==> config.mk <==
export PLATFORM = sky130hd
export DESIGN_NAME = hit_lane_packer
export DESIGN_NICKNAME = d
export VERILOG_FILES = /design/src/rtl/hit_lane_packer.sv
export SDC_FILE = /design/constraint.sdc
export NUM_CORES = 2
export LEC_CHECK = 0
export ABC_AREA = 1
export CAP_MARGIN = 10
export CORE_AREA = 2 2 297 299
export DETAILED_ROUTE_END_ITERATION = 7
export DIE_AREA = 0 0 299 301
export GPL_TIMING_DRIVEN = 0
export PLACE_DENSITY = 0.71
export SYNTH_ARGS = -nofsm -noshare
export SYNTH_HDL_FRONTEND = slang
export SYNTH_SLANG_ARGS = --single-unit
==> constraint.sdc <==
create_clock -name clk -period 3.3 [get_ports clk]
set_input_delay 0.66 -clock clk [delete_from_list [all_inputs] [get_ports clk]]
set_output_delay 0.66 -clock clk [all_outputs]
set_load 0.02 [all_outputs]
==> src/rtl/hit_lane_packer.sv <==
// Packs single sample hits into the 4-lane z-buffer hit bus; oldest hit in lane 0.
// Batches leave when full, after an idle timeout, or on an end-of-frame flush.
module hit_lane_packer #(
    parameter int SIGFIG  = 24,
    parameter int AXIS    = 3,
    parameter int COLORS  = 3,
    parameter int TIMEOUT = 16
) (
    input  logic                     clk,
    input  logic                     rst,
    input  logic [SIGFIG*AXIS-1:0]   hit_in_S,
    input  logic [SIGFIG*COLORS-1:0] color_in_U,
    input  logic                     hit_valid_in_H,
    output logic                     hit_ready_H,
    input  logic                     flush_H,
    output logic                     flush_done_H,
    output logic [SIGFIG*AXIS-1:0]   hit_R18S,
    output logic [SIGFIG*AXIS-1:0]   hit_R18S_1,
    output logic [SIGFIG*AXIS-1:0]   hit_R18S_2,
    output logic [SIGFIG*AXIS-1:0]   hit_R18S_3,
    output logic [SIGFIG*COLORS-1:0] color_R18U,
    output logic [SIGFIG*COLORS-1:0] color_R18U_1,
    output logic [SIGFIG*COLORS-1:0] color_R18U_2,
    output logic [SIGFIG*COLORS-1:0] color_R18U_3,
    output logic                     hit_valid_R18H,
    output logic                     hit_valid_R18H_1,
    output logic                     hit_valid_R18H_2,
    output logic                     hit_valid_R18H_3,
    output logic [31:0]              frag_count_U
);
    localparam int HW = SIGFIG * AXIS;
    localparam int CW = SIGFIG * COLORS;
    localparam int IW = $clog2(TIMEOUT);

    typedef enum logic [1:0] {FILL, FLUSH, DONE} state_t;

    state_t        state, state_nxt;
    logic [2:0]    cnt, cnt_nxt, n;
    logic [IW-1:0] idle, idle_nxt;
    logic          accept, emit, done_nxt;
    logic [HW-1:0] slot_hit [4];
    logic [CW-1:0] slot_col [4];
    logic [HW-1:0] wr_hit [4];
    logic [CW-1:0] wr_col [4];
    logic [HW-1:0] lane_hit [4];
    logic [CW-1:0] lane_col [4];
    logic [HW-1:0] lane_hit_nxt [4];
    logic [CW-1:0] lane_col_nxt [4];
    logic [3:0]    lane_valid, lane_valid_nxt;
    logic          done_q;
    logic [31:0]   frag_q;

    // Handshake: a hit transfers on a cycle where hit_valid_in_H and hit_ready_H are both high;
    // ready is high only in FILL and out of reset. The lane bus has no back-pressure.
    assign hit_ready_H = rst && (state == FILL);
    assign accept      = hit_valid_in_H && hit_ready_H;
    assign n           = cnt + {2'b00, accept};

    always_comb begin
        wr_hit    = slot_hit;
        wr_col    = slot_col;
        state_nxt = state;
        cnt_nxt   = cnt;
        idle_nxt  = idle;
        emit      = 1'b0;
        done_nxt  = 1'b0;
        if (accept) begin
            wr_hit[cnt[1:0]] = hit_in_S;
            wr_col[cnt[1:0]] = color_in_U;
        end
        case (state)
            FILL: begin
                if (n == 3'd4) emit = 1'b1;
                if (flush_H && (n != 3'd0)) emit = 1'b1;
                if (!accept && (cnt != 3'd0) && (idle == IW'(TIMEOUT - 1))) emit = 1'b1;
                if (flush_H) begin
                    if (n != 3'd0) begin
                        state_nxt = FLUSH;
                    end else begin
                        state_nxt = DONE;
                        done_nxt  = 1'b1;
                    end
                end
                cnt_nxt = emit ? 3'd0 : n;
                if (accept || emit) idle_nxt = '0;
                else if (cnt != 3'd0) idle_nxt = idle + IW'(1);
            end
            FLUSH: begin
                state_nxt = DONE;
                done_nxt  = 1'b1;
            end
            DONE:    state_nxt = FILL;
            default: state_nxt = FILL;
        endcase
        // Lanes 0..n-1 carry the batch; unused lanes are forced to zero.
        for (int i = 0; i < 4; i++) begin
            lane_valid_nxt[i] = emit && (3'(i) < n);
            lane_hit_nxt[i]   = lane_valid_nxt[i] ? wr_hit[i] : '0;
            lane_col_nxt[i]   = lane_valid_nxt[i] ? wr_col[i] : '0;
        end
    end

    always_ff @(posedge clk) begin
        if (!rst) begin
            state      <= FILL;
            cnt        <= 3'd0;
            idle       <= '0;
            lane_valid <= 4'b0000;
            done_q     <= 1'b0;
            frag_q     <= 32'd0;
            for (int i = 0; i < 4; i++) begin
                slot_hit[i] <= '0;
                slot_col[i] <= '0;
                lane_hit[i] <= '0;
                lane_col[i] <= '0;
            end
        end else begin
            state      <= state_nxt;
            cnt        <= cnt_nxt;
            idle       <= idle_nxt;
            lane_valid <= lane_valid_nxt;
            done_q     <= done_nxt;
            frag_q     <= frag_q + 32'(emit ? n : 3'd0);
            slot_hit   <= wr_hit;
            slot_col   <= wr_col;
            lane_hit   <= lane_hit_nxt;
            lane_col   <= lane_col_nxt;
        end
    end

    assign hit_R18S         = lane_hit[0];
    assign hit_R18S_1       = lane_hit[1];
    assign hit_R18S_2       = lane_hit[2];
    assign hit_R18S_3       = lane_hit[3];
    assign color_R18U       = lane_col[0];
    assign color_R18U_1     = lane_col[1];
    assign color_R18U_2     = lane_col[2];
    assign color_R18U_3     = lane_col[3];
    assign hit_valid_R18H   = lane_valid[0];
    assign hit_valid_R18H_1 = lane_valid[1];
    assign hit_valid_R18H_2 = lane_valid[2];
    assign hit_valid_R18H_3 = lane_valid[3];
    assign flush_done_H     = done_q;
    assign frag_count_U     = frag_q;
endmodule
Word level (Yosys, flattened, before mapping)

Index checks and enable logic that the tools add are counted.

Mux-type cells: 21
Bitwise operators: 1
Order comparisons: 6
Add/sub/neg operators: 3
Divide/modulo/power cells: 0
Equality and inequality tests: 4
Reduce and logical (&&, ||, !) cells: 21
Shift-type cells: 0
$mul: 0

Operator list:

| kind                                                | number |
|---|---|
| bitwise mux 288 bit                                 | 2 |
| two-way mux 288 bit                                 | 2 |
| demux 72 bit (select 2 bit)                         | 1 |
| two-way mux 72 bit                                  | 1 |
| adder 32 x 3 -> 32 bit                              | 1 |
| logical AND 1 bit                                   | 10 |
| AND reduction 2 bit                                 | 5 |
| two-way mux 4 bit                                   | 2 |
| two-way mux 1 bit                                   | 7 |
| < comparator 1 x 3 -> 1 bit, first input constant   | 2 |
| < comparator 2 x 3 -> 1 bit, first input constant   | 2 |
| two-way mux 3 bit                                   | 2 |
| nonzero test 3 bit                                  | 2 |
| adder 4 x 1 -> 4 bit, second input constant         | 1 |
| equality test 4 bit, second input constant          | 1 |
| two-way mux 2 bit                                   | 2 |
| case mux 2 bit (2 select lines)                     | 1 |
| adder 3 x 1 -> 3 bit                                | 1 |
| equality test 3 bit, second input constant          | 1 |
| >= comparator 3 bit, second input constant          | 1 |
| < comparator 3 x 1 -> 1 bit, second input constant  | 1 |
| inverter 2 -> 3 bit                                 | 1 |
| equality test 2 x 1 -> 1 bit, second input constant | 1 |
| logical NOT 2 bit                                   | 1 |
| other kinds (5)                                     | 5 |

Memories kept: 0
Bits in latches: 0
Logic and storage cells: 78
Bits in writable memories: 0
Output and inout port bits: 614
Input port bits: 148
Memory bits (read-only): 0
Register bits: 1198

Logic depth before layout (Yosys ltp)

Depth in word-level cells: 12
Depth in mapped cells: 20
Mapped depth without buffers: 20

Worst setup path before layout

No wires, ideal clock.

Kind: input -> register
Start: in rst
End: reg frag_q[14] (netlist: frag_count_U[14])
Stages on the path: 18
Buffers on the path: 1
Setup slack: 0.234 ns
Arrival: 2.938 ns
Required time: 3.172 ns
Path through: buf_2 nand4_4 inv_1 ha_1 inv_1 nand3_1 nand2_1 nand3_4 nand2_4 nor2_1 ha_1 fa_1 inv_1 nand2_1 nand3_1 nor2_1 xor2_1 nor2_1

Cells in the longest elaborated chain, start to end: 11
Elaborated cells on any way between the ends: 16

RTL lines:

| item                                                      | line   | RTL |
|---|---|---|
| from (decl)                                               | 10     | `input logic rst,` |
| logical AND 1 bit                                         | 55     | `assign hit_ready_H = rst && (state == FILL);` |
| logical AND 1 bit                                         | 56     | `assign accept = hit_valid_in_H && hit_ready_H;` |
| adder 3 x 1 -> 3 bit                                      | 57     | `assign n = cnt + {2'b00, accept};` |
| equality test 3 bit or nonzero test 3 bit (tied branches) | 73, 74 |  |
| two-way mux 1 bit or logical AND 1 bit (tied branches)    | 73, 74 |  |
| two-way mux 1 bit                                         | 74     | `if (flush_H && (n != 3'd0)) emit = 1'b1;` |
| two-way mux 1 bit                                         | 75     | `if (!accept && (cnt != 3'd0) && (idle == IW'(TIMEOUT - 1))) emit = 1'b1;` |
| two-way mux 1 bit (2 in a row)                            | 71     | `case (state)` |
| two-way mux 3 bit                                         | 123    | `frag_q <= frag_q + 32'(emit ? n : 3'd0);` |
| adder 32 x 3 -> 32 bit                                    | 123    |  |
| to (signal assigned)                                      | 123    |  |
| to (decl)                                                 | 51     | `logic [31:0] frag_q;` |

Parallel ways exist; a longest one is shown, timed or not. The select of a mux whose other input is x is not followed.
A chain may end at the register's enable or synchronous reset.

Worst setup path after layout

Start: reg state[0]
End: reg slot_hit[247] (netlist bit)

Cells in the longest elaborated chain, start to end: 4

RTL lines:

| item                   | line | RTL |
|---|---|---|
| from (decl)            | 37   | `state_t state, state_nxt;` |
| from (signal assigned) | 118  | `state <= state_nxt;` |
| logical NOT 2 bit      | 55   |  |
| logical AND 1 bit      | 55   |  |
| logical AND 1 bit      | 56   |  |
| two-way mux 288 bit    | 67   | `if (accept) begin` |
| to (signal assigned)   | 124  | `slot_hit <= wr_hit;` |
| to (decl)              | 41   | `logic [HW-1:0] slot_hit [4];` |

No other way between the ends.

==> metrics.md <==
| Metric | Value |
|---|---|
| Post-Place Cell Area | `0.04806 mm2` |
| Synth Cell Area | `0.03895 mm2` |
| Skew-Pair Late Insertion Delay | `0.69 ns` |
| Worst-path maximum fanout | `10` |
| Avg Inst Size Synth | `8.381 um2` |
| Hold Vio Cnt, Final | `0` |
| Routing usage on met1 | `0.3339` |
| Final setup fails | `0` |
| Synth Area in Compound Gates | `0.08085` |
| Cts hold-fix bufs | `0` |
| Synth Instances | `4648` |
| # nets final | `5684` |
| # IOs | `762` |
| Core footprint | `0.08648 mm2` |
| DPL Wire Length | `98650 um` |
| Max cap viols | `0` |
| Unrepaired setup endpoints after global routing | `no` |
| H-tree depth | `3` |
| Worst relative slew slack | `0.1449` |
| F_max | `317.4 MHz` |
| Post-DR wirelength/cell | `19.48 um` |
| GRT Total Usage | `0.2860` |
| Critical path startpoint | `state[0]$_SDFFE_PN0P_` |
| Hold_sp | `rst` |
| RR Startpoint | `state[0]$_SDFFE_PN0P_` |
| Pleak | `20.08 nW` |
| Antenna-violating nets left | `0` |
| Die width | `299 um` |
| Global route overflow | `0` |
| Worst EP arrival | `3.67 ns` |
| Synth Net Count | `4801` |
| Final WL | `132300 um` |
| Die outline area | `0.09000 mm2` |
| Yosys warns | `0` |
| Total CTS buffers | `116` |
| Total power | `0.03210 W` |
| Count of different cell masters after synthesis | `40` |
| Final Wtd Congestion | `0.9213` |
| Drt pass-1 iters | `6` |
| Hold Crit Class | `input port to register` |
| Largest family of logic cells by synthesized area | `simple AND/OR/NAND/NOR gates` |
| Clk sinks | `1198` |
| Layout cells sized above 1 | `0.08635` |
| Post-synthesis adder-cell area fraction | `0.001799` |
| Number of cell rows | `108` |
| Post-synth top area share | `0.6157` |
| Vias per cell | `4.785` |
| Top_reg_cell synth | `dfxtp_1` |
| Top cells by area, synth | `dfxtp_1 (62%), nor2_1 (13%), inv_1 (6.0%)` |
| Initial Utilization | `0.4504` |
| Core Util, Final | `0.6051` |
| Yosys reg bits | `1198` |
| Die Span Y | `301 um` |
| Startpoint types | `register` |
| Required time of the critical path | `3.82 ns` |
| Hold Path Sink | `frag_count_U[2]$_SDFF_PN0_` |
| Yosys top cell by area | `dfxtp_1` |
| Mux cell area share after synthesis | `0` |
| Status | `completed` |
| # port buffers | `760` |
| Worst-case clock buffer depth | `3` |
| R2R Setup Slk | `0.15 ns` |
| Worst Skew | `0.04661 ns` |
| Busiest grt layer | `met2` |
| DRC Markers | `0` |
| Tmin final | `3.150 ns` |
| First-pass GRT wire length | `194100 um` |
| Met2 Use GR | `0.4953` |
| Synth Area in Simple Gates | `0.2063` |
| Crit Path Category | `register to register` |
| Asr flop ratio synth | `0` |
| Initial antenna violation count | `13` |
| GRT met3 Usage | `0.08723` |
| Actual slew at the worst max-slew pin | `1.283 ns` |
| Finished Cell Area | `0.05233 mm2` |
| CTS tree | `built` |
| Final Max Tran Viols | `0` |
| Worst R2R Path Depth | `9` |
| Max VDD drop | `0.5115 mV` |
| Commonest cells in the netlist | `nor2_1 (1364), dfxtp_1 (1198), inv_1 (627), nand2_1 (361), a21oi_1 (318)` |
| Worst Hold Depth | `3` |
| Hold WS | `0.3553 ns` |
| Clock transition at the registers of the reported paths | `0.06 ns` |
| Via count | `32500` |
| Reg2reg end | `slot_hit[247]$_SDFF_PN0_` |
| Final Cycle Share | `0.9547` |
| CTS root buf | `clkbuf_16` |
| P&R area growth vs syn | `34.34%` |
| Top-count cell post-synth | `nor2_1` |
| Vias in the first global route | `31490` |
| Largest net degree at the start of global routing | `17` |
| DRT iter0 DRCs | `2003` |
| P per Cell Area | `613.5 mW/mm2` |
| Crit. End Element | `register` |
| Xor and xnor area share after synthesis | `0.001124` |
| Post-synth EDFFs | `0` |
| Seq/Total Area, Yosys | `0.6157` |
-- worst max-delay path, stage by stage, from the launching register on --
cell,delay [ns]
dfxtp_1,0.36
nor2_8,0.20
nand3_4,0.14
nor3_2,0.94
clkbuf_1,0.56
buf_8,0.24
buf_2,0.27
a21oi_1,0.11
inv_1,0.13
nor2_1,0.06
-- power by group --
part | leakage (nW) | internal, W | switching [W]
sequential | 9.67 | 0.0149 | 0.000132
clock | 2.06 | 0.00865 | 0.00581
combinational | 8.35 | 0.000839 | 0.00179
total | 20.1 | 0.0244 | 0.00773
-- layout by cell type (no fill, tap or decap), drive strengths merged, types with 13 or more instances in the layout --
| cell | n |
|---|---|
| nor2 | 1494 |
| dfxtp | 1198 |
| clkdlybuf4s50 | 759 |
| inv | 642 |
| nand2 | 368 |
| a21oi | 319 |
| o21ai | 302 |
| clkbuf | 273 |
| buf | 137 |
| clkinv | 29 |
| nand3 | 24 |
| bufinv | 22 |
| nor3 | 15 |
| nand4 | 13 |
-- per-stage QoR --
stage,TNS [ns],cells,setup slack [ns]
final,0,6791,0.1496
after global routing,0,6787,0.02598
after CTS,0,6781,0.03353
after detailed placement,-498.10,6566,-0.8233
after global placement,-897.76,6563,-1.231
after floorplan,0,4648,0.2345
-- worst max-delay path by stage --
stage / end / slack, ns
after floorplan: frag_count_U[14]$_SDFF_PN0_ / 0.23
after global placement: color_R18U_2[70]$_SDFF_PN0_ / -1.23
after detailed placement: hit_R18S_2[36]$_SDFF_PN0_ / -0.82
after CTS: slot_hit[247]$_SDFF_PN0_ / 0.03
after global routing: frag_count_U[26]$_SDFF_PN0_ / 0.03
final: slot_hit[247]$_SDFF_PN0_ / 0.15
-- registers in the layout, summed over array words and instances, names as in the netlist, 3 cells and up --
register / flops
frag_count_U: 32
hit_R18S_2: 72
lane_valid: 4
idle: 4
cnt: 3
color_R18U: 72
color_R18U_3: 72
color_R18U_1: 72
hit_R18S_3: 72
slot_hit: 288
hit_R18S: 72
slot_col: 288
color_R18U_2: 72
hit_R18S_1: 72
-- kinds of logic after synthesis --
| kind of cell | count (synthesis) |
|---|---|
| simple gates | 1924 |
| xor+xnor | 5 |
| flops | 1198 |
| compound gates | 625 |
| buf+inv | 891 |
| fa+ha+maj | 5 |
-- final cells by class --
class	count	area, um2
fillers	7458	34150
flip-flops and latches	1198	23980
multi-input cells	2559	11300
repair buffers	765	7670
clock buffers	152	3228
inverters	638	2400
well taps	1155	1445
plain buffers	253	1279
clock inverters	63	999.7
diodes	8	20.02
-- layer usage --
metal	share of wire	vias up
li1	-	15760
met1	0.39	15270
met2	0.48	1244
met3	0.091	216
met4	0.034	8
met5	0.00039	-
-- repair_timing --
action | in CTS | in global routing
setup endpoints to repair | 54 | 34
pin swaps | 0 | 1
gates resized for setup | 3 | 3
setup buffers | 0 | 2
cloned | 0 | 0
(Power assumes the default switching activity.)
